`src/rtl/clint_pkg.sv`:
```
// Shared definitions for the core-local interruptor:
// register offsets, bus FSM states and strobe merging.
package clint_pkg;

  localparam logic [15:0] CLINT_MSIP     = 16'h0000;
  localparam logic [15:0] CLINT_MTIMECMP = 16'h4000;
  localparam logic [15:0] CLINT_MTIME    = 16'hBFF8;

  typedef enum logic {
    IDLE,
    RESP
  } clint_state_t;

  function automatic logic [63:0] strb_merge(
    input logic [63:0] old_v,
    input logic [63:0] wdata,
    input logic [7:0]  strb
  );
    logic [63:0] r;
    r = old_v;
    for (int i = 0; i < 8; i++) begin
      if (strb[i]) r[8*i +: 8] = wdata[8*i +: 8];
    end
    return r;
  endfunction

endpackage

```
`src/rtl/clint_timer.sv`:
```
// Prescaled mtime counter with a byte-strobed write
// port and the registered mtime >= mtimecmp comparator.
module clint_timer
  import clint_pkg::*;
#(
  parameter int unsigned TICK_DIV = 1
) (
  input  logic        clk,
  input  logic        rst_n,
  input  logic        we_i,
  input  logic [7:0]  strb_i,
  input  logic [63:0] wdata_i,
  input  logic [63:0] mtimecmp_d_i,
  output logic [63:0] mtime_o,
  output logic        trint_o
);

  localparam int unsigned PW =
    (TICK_DIV > 1) ? $clog2(TICK_DIV) : 1;
  localparam logic [PW-1:0] PMAX = PW'(TICK_DIV - 1);

  logic [PW-1:0] presc_q, presc_d;
  logic [63:0]   mtime_q, mtime_d;
  logic          trint_q;
  logic          tick;

  assign tick = (presc_q == PMAX);

  // A store wins over a tick; the prescaler keeps running.
  always_comb begin
    presc_d = tick ? '0 : presc_q + PW'(1);
    mtime_d = mtime_q;
    if (we_i) begin
      mtime_d = strb_merge(mtime_q, wdata_i, strb_i);
    end else if (tick) begin
      mtime_d = mtime_q + 64'd1;
    end
  end

  always_ff @(posedge clk) begin
    if (!rst_n) begin
      presc_q <= '0;
      mtime_q <= '0;
      trint_q <= 1'b0;
    end else begin
      presc_q <= presc_d;
      mtime_q <= mtime_d;
      trint_q <= (mtime_d >= mtimecmp_d_i);
    end
  end

  assign mtime_o = mtime_q;
  assign trint_o = trint_q;

endmodule

```
`src/rtl/clint.sv`:
```
// CLINT bus responder: two-state request FSM, msip and
// mtimecmp registers, timer sub-block and interrupt lines.
module clint
  import clint_pkg::*;
#(
  parameter logic [63:0] BASE     = 64'h0200_0000,
  parameter int unsigned TICK_DIV = 1
) (
  input  logic        clk,
  input  logic        reset,
  input  logic        req_valid,
  input  logic [63:0] req_addr,
  input  logic        req_write,
  input  logic [7:0]  req_strobe,
  input  logic [63:0] req_data,
  output logic        addr_ok,
  output logic        data_ok,
  output logic [63:0] resp_data,
  output logic        trint,
  output logic        swint
);

  clint_state_t state_q;

  logic        msip_q, msip_d;
  logic        swint_q;
  logic [63:0] mtimecmp_q, mtimecmp_d;
  logic [63:0] resp_q, resp_d;
  logic [63:0] mtime;
  logic [63:0] rdata;
  logic [63:0] off;
  logic        in_win;
  logic        sel_msip, sel_cmp, sel_mtime;
  logic        accept, wr;
  logic        unused_off;

  assign off        = req_addr - BASE;
  assign unused_off = ^off[2:0];
  assign in_win     = (off[63:16] == '0);

  assign sel_msip  = in_win &&
    (off[15:3] == CLINT_MSIP[15:3]);
  assign sel_cmp   = in_win &&
    (off[15:3] == CLINT_MTIMECMP[15:3]);
  assign sel_mtime = in_win &&
    (off[15:3] == CLINT_MTIME[15:3]);

  assign accept = reset && req_valid &&
    (state_q == IDLE);
  assign wr     = accept && req_write;

  always_comb begin
    rdata = '0;
    unique case (1'b1)
      sel_msip:  rdata = {63'b0, msip_q};
      sel_cmp:   rdata = mtimecmp_q;
      sel_mtime: rdata = mtime;
      default:   rdata = '0;
    endcase
  end

  // Stores commit on the accepting edge; loads see pre-store state.
  always_comb begin
    msip_d     = msip_q;
    mtimecmp_d = mtimecmp_q;
    resp_d     = resp_q;
    if (wr && sel_msip && req_strobe[0]) begin
      msip_d = req_data[0];
    end
    if (wr && sel_cmp) begin
      mtimecmp_d = strb_merge(mtimecmp_q, req_data,
                              req_strobe);
    end
    if (accept) begin
      resp_d = req_write ? '0 : rdata;
    end
  end

  always_ff @(posedge clk) begin
    if (!reset) begin
      state_q    <= IDLE;
      msip_q     <= 1'b0;
      swint_q    <= 1'b0;
      mtimecmp_q <= '1;
      resp_q     <= '0;
    end else begin
      msip_q     <= msip_d;
      swint_q    <= msip_d;
      mtimecmp_q <= mtimecmp_d;
      resp_q     <= resp_d;
      unique case (state_q)
        IDLE:    if (accept) state_q <= RESP;
        RESP:    state_q <= IDLE;
        default: state_q <= IDLE;
      endcase
    end
  end

  clint_timer #(
    .TICK_DIV (TICK_DIV)
  ) u_timer (
    .clk          (clk),
    .rst_n        (reset),
    .we_i         (wr && sel_mtime),
    .strb_i       (req_strobe),
    .wdata_i      (req_data),
    .mtimecmp_d_i (mtimecmp_d),
    .mtime_o      (mtime),
    .trint_o      (trint)
  );

  // Gating by reset drops a response caught mid-flight.
  assign addr_ok   = accept;
  assign data_ok   = reset && (state_q == RESP);
  assign resp_data = data_ok ? resp_q : '0;
  assign swint     = swint_q;

endmodule

```
`config.mk`:
```
export PLATFORM = sky130hd
export DESIGN_NAME = clint
export DESIGN_NICKNAME = d
export VERILOG_FILES = /design/src/rtl/clint_pkg.sv /design/src/rtl/clint_timer.sv /design/src/rtl/clint.sv
export SDC_FILE = /design/constraint.sdc
export NUM_CORES = 1
export LEC_CHECK = 0
export CAP_MARGIN = 15
export CORE_ASPECT_RATIO = 0.5
export CORE_UTILIZATION = 59
export CTS_CLUSTER_SIZE = 14
export DETAILED_ROUTE_END_ITERATION = 6
export PLACE_DENSITY = 0.83
export SLEW_MARGIN = 20
export SYNTH_ARGS = -nofsm -noshare
export SYNTH_HDL_FRONTEND = slang
export SYNTH_SLANG_ARGS = --single-unit
export TNS_END_PERCENT = 5
```
`constraint.sdc`:
```
create_clock -name clk -period 7.2 [get_ports clk]
set_clock_uncertainty 0.15 [all_clocks]
set_input_delay 0.72 -clock clk [delete_from_list [all_inputs] [get_ports clk]]
set_output_delay 0.72 -clock clk [all_outputs]
set_load 0.005 [all_outputs]
```
==> impl_results.md <==
- Status: complete, but fails checks
- Failing checks: DRC
- Hold path cells: 2
- MaxCap Viol Count: 0
- Chip Height: 105.7 um
- Hold endpoint: mtimecmp_q[8]$_SDFF_PN1_
- Reg2reg start: state_q$_SDFF_PP0_
- Die ar.: 0.02212 sq mm
- CTS Buf Count: 17
- Slew of the pin with the lowest slew margin: ~1000 ps
- Post-DRT Antenna Nets: 0
- Crit. End Element: flop
- Fraction of registers with async set/reset: 0%
- Fin util: between 70% and 80%
- I/O pin count: between 200 and 250
- Residual DRC: 21
- CTS tree: built
- Top FF cell, synth: dfxtp_1
- Netlist cell types: 81
- Compound-Gate Fraction of Synth Area: a little under a quarter
- Avg WL per Cell: ~21 um
- Largest cells by area after synthesis: dfxtp_1 (31%), ha_1 (6.5%), nand2_1 (6.3%)
- Largest family of logic cells by synthesized area: simple AND/OR/NAND/NOR gates
- Vias: 13686
- Grt ovf: 0
- Reg clk slew, reported paths: approximately 70 ps
- CP required: 7440 ps
- Mapped Nets: ~1800
- Initial core utilization: between 60% and 70%
- Htree depth: 4
- First-pass GRT wire length: slightly below 70 mm
- Syn avg cell area: roughly 7.9 sq um
- Clock latency on the worst-skew pair: approximately 470 ps
- Internal power: about 1.7 mW
- Endpoints failing setup: 0
- Ys Warns: 0
- R2r setup slk: about 1600 ps
- Worst hold start: mtimecmp_q[8]$_SDFF_PN1_
- GRT Util Overall: about two fifths
- Via density: between 6 and 7
- Crit path launch type: input port
- # rows: 37
- Setup slack after layout: 986.6 ps
- Initial antenna violation count: 1
- Number of synthesized flops with an enable pin: 0
- Area Overhead vs Synth: 23.01%
- Peak Freq: about 0.16 GHz
- Xor and xnor area share after synthesis: less than 1%
- Final period util: a little under nine tenths
- Post-CTS sizing: 0
- Sinks on Clock Net: between 150 and 200
- Pins Over Slew Limit: 0
- Hold WC Path Type: reg2reg
- Leakage: 6.404 nW
- Unrepaired setup endpoints after global routing: false
- Post-Syn Area: between 0.01 and 0.015 sq mm
- Gp weighted congestion: 0.9777
- CP Class: in2reg
- # hold bufs at CTS: 0
- Iter 0 DRT Violations: ~1600
- Clk pwr share: between 40% and 50%
- Clock buffer depth: 2
- Layout cell share with drive strength beyond 1: between 5 and 6%
- Adder-cell share of the synthesized area: around 6.5%
- Synth top cells by count: nand2_1 (212), dfxtp_1 (196), o21ai_0 (121)
- Detail Placement HPWL: roughly 31 mm
- Max VDD drop: ~0.15 mV
- Clk root buf: clkbuf_16
- Core Area: a little over 0.02 sq mm
- Syn Inst Count: around 1600
- Final setup TNS: 0 ps
- Max_slew headroom: between 30% and 40%
- Total setup buffers inserted after CTS: 0
- Register area share after synthesis: approximately 31%
- Tmin final: 6213 ps
- Nets: approximately 2000
- Count leader, synth: nand2_1
- Die Span X: around 210 um
- Post-Layout Inst Area: roughly 0.016 sq mm
- NetSw: 0.5594 mW
- Logic pwr share: under 10%
- P per Cell Area: between 100 and 150 mW/mm^2
- Largest net degree at the start of global routing: approximately 190
- Max Fanout on Critical Path: 31
- RR Endpoint: u_timer.trint_o$_SDFF_PN0_
- Biggest area consumer among synthesized cells: dfxtp_1
- Final wirelength: approximately 43 mm
- Yosys top cell area share: between 30% and 40%
- Synth Area in Simple Gates: between 20% and 30%
- Sw Share: between 20% and 30%
- Vias in the first global route: 13290
- Hold Vio Cnt, Final: 0
- Post-synthesis mux area share: a little over 6%
- PortBufs: between 200 and 250
- Sequential power share: 47.4%
- Total iterations of the first detailed-routing run: 7
- Placed Instance Area: between 0.01 and 0.015 sq mm
- Worst EP arrival: roughly 6500 ps
- Power after layout: about 2.3 mW
- Worst r2r path cells: 19
- Dpl ws: roughly 740 ps
- Synth Register Bits: 196
==> per-layer routing <==
layer  share of wire, %  track usage [%]
met1                 41            49.57
met2                 45            62.76
met3                 11            11.00
met4                2.4            13.87
met5                  0                0
==> registers in the layout (all words and copies together) (netlist names) <==
| signal | flops |
|---|---|
| mtimecmp_q | 64 |
| u_timer.mtime_o | 64 |
| resp_q | 64 |
| u_timer.trint_o | 1 |
| state_q | 1 |
| swint | 1 |
| u_timer.presc_q | 1 |
==> layout make-up <==
type,count,area [sq um]
sequential,196,3928
fill,1581,5187
clock buffer,20,466.7
clock inverter,12,151.4
antenna,1,2.502
multi-input combinational,1264,8250
inverter,39,146.4
timing repair buffer,237,2312
tap,273,341.6
==> cell families (layout without fill, tap and decap cells) <==
group / after synthesis / count (layout)
simple gates: 691 / 691
compound gates: 427 / 427
flops: 196 / 196
buf+inv: 138 / 308
mux: 76 / 76
fa+ha+maj: 66 / 66
xor+xnor: 3 / 3
other cells: 1 / 2
==> per-stage QoR <==
stage	instances	hold slack, ps
after floorplan	1598	318.4
after global placement	2009	334.0
after detailed placement	2009	343.2
after CTS	2041	361.0
after global routing	2042	384.3
final	2042	360.6
==> power by group through the flow <==
stage               Combinational [mW]  Sequential (mW)  Clock [mW]
global route                     0.192             1.09        1.08
finish                           0.182             1.09        1.03
CTS                              0.178             1.09        1.03
detailed placement               0.178             1.12           0
floorplan                       0.0637             1.11           0
global placement                 0.174             1.12           0
==> critical path, cell delays in order <==
cell and delay (ps):
clkdlybuf4s50_1 520, inv_1 100, ha_1 230, nor2b_1 150
nand4_1 270, nor4_1 400, xor2_1 220, nor3_2 570
nand3_1 470, buf_12 320, a32oi_1 270, nand2_1 80
ha_1 310, nand4_1 110, nor2_1 220, nand3_1 150
nor3_1 290, nand3_1 160, nor3_1 510, o211ai_1 230
o211ai_1 120
==> placed cells by master, fill, tap and decap left out, types with 39 or more instances in the layout <==
| cell | n |
|---|---|
| a21oi_1 | 59 |
| a22oi_1 | 70 |
| and2_1 | 86 |
| and3_1 | 79 |
| clkdlybuf4s50_1 | 203 |
| dfxtp_1 | 195 |
| ha_1 | 66 |
| mux2i_1 | 73 |
| nand2_1 | 212 |
| nand3_1 | 43 |
| nand4_1 | 44 |
| nor2_1 | 61 |
| nor3_1 | 40 |
| nor4_1 | 39 |
| o21ai_0 | 121 |
==> how the worst max path moves through the flow <==
| stage | start | to | slack [ps] | cells past startpoint |
|---|---|---|---|---|
| after global routing | req_addr[25] | u_timer.trint_o$_SDFF_PN0_ | 660 | 21 |
| after floorplan | req_addr[28] | u_timer.trint_o$_SDFF_PN0_ | 2020 | 18 |
| after detailed placement | req_addr[25] | u_timer.trint_o$_SDFF_PN0_ | 740 | 21 |
| final | req_addr[25] | u_timer.trint_o$_SDFF_PN0_ | 990 | 21 |
| after CTS | req_addr[25] | u_timer.trint_o$_SDFF_PN0_ | 1230 | 21 |
| after global placement | req_addr[25] | u_timer.trint_o$_SDFF_PN0_ | 870 | 21 |
No activity file was read; power rests on OpenSTA's default activity.
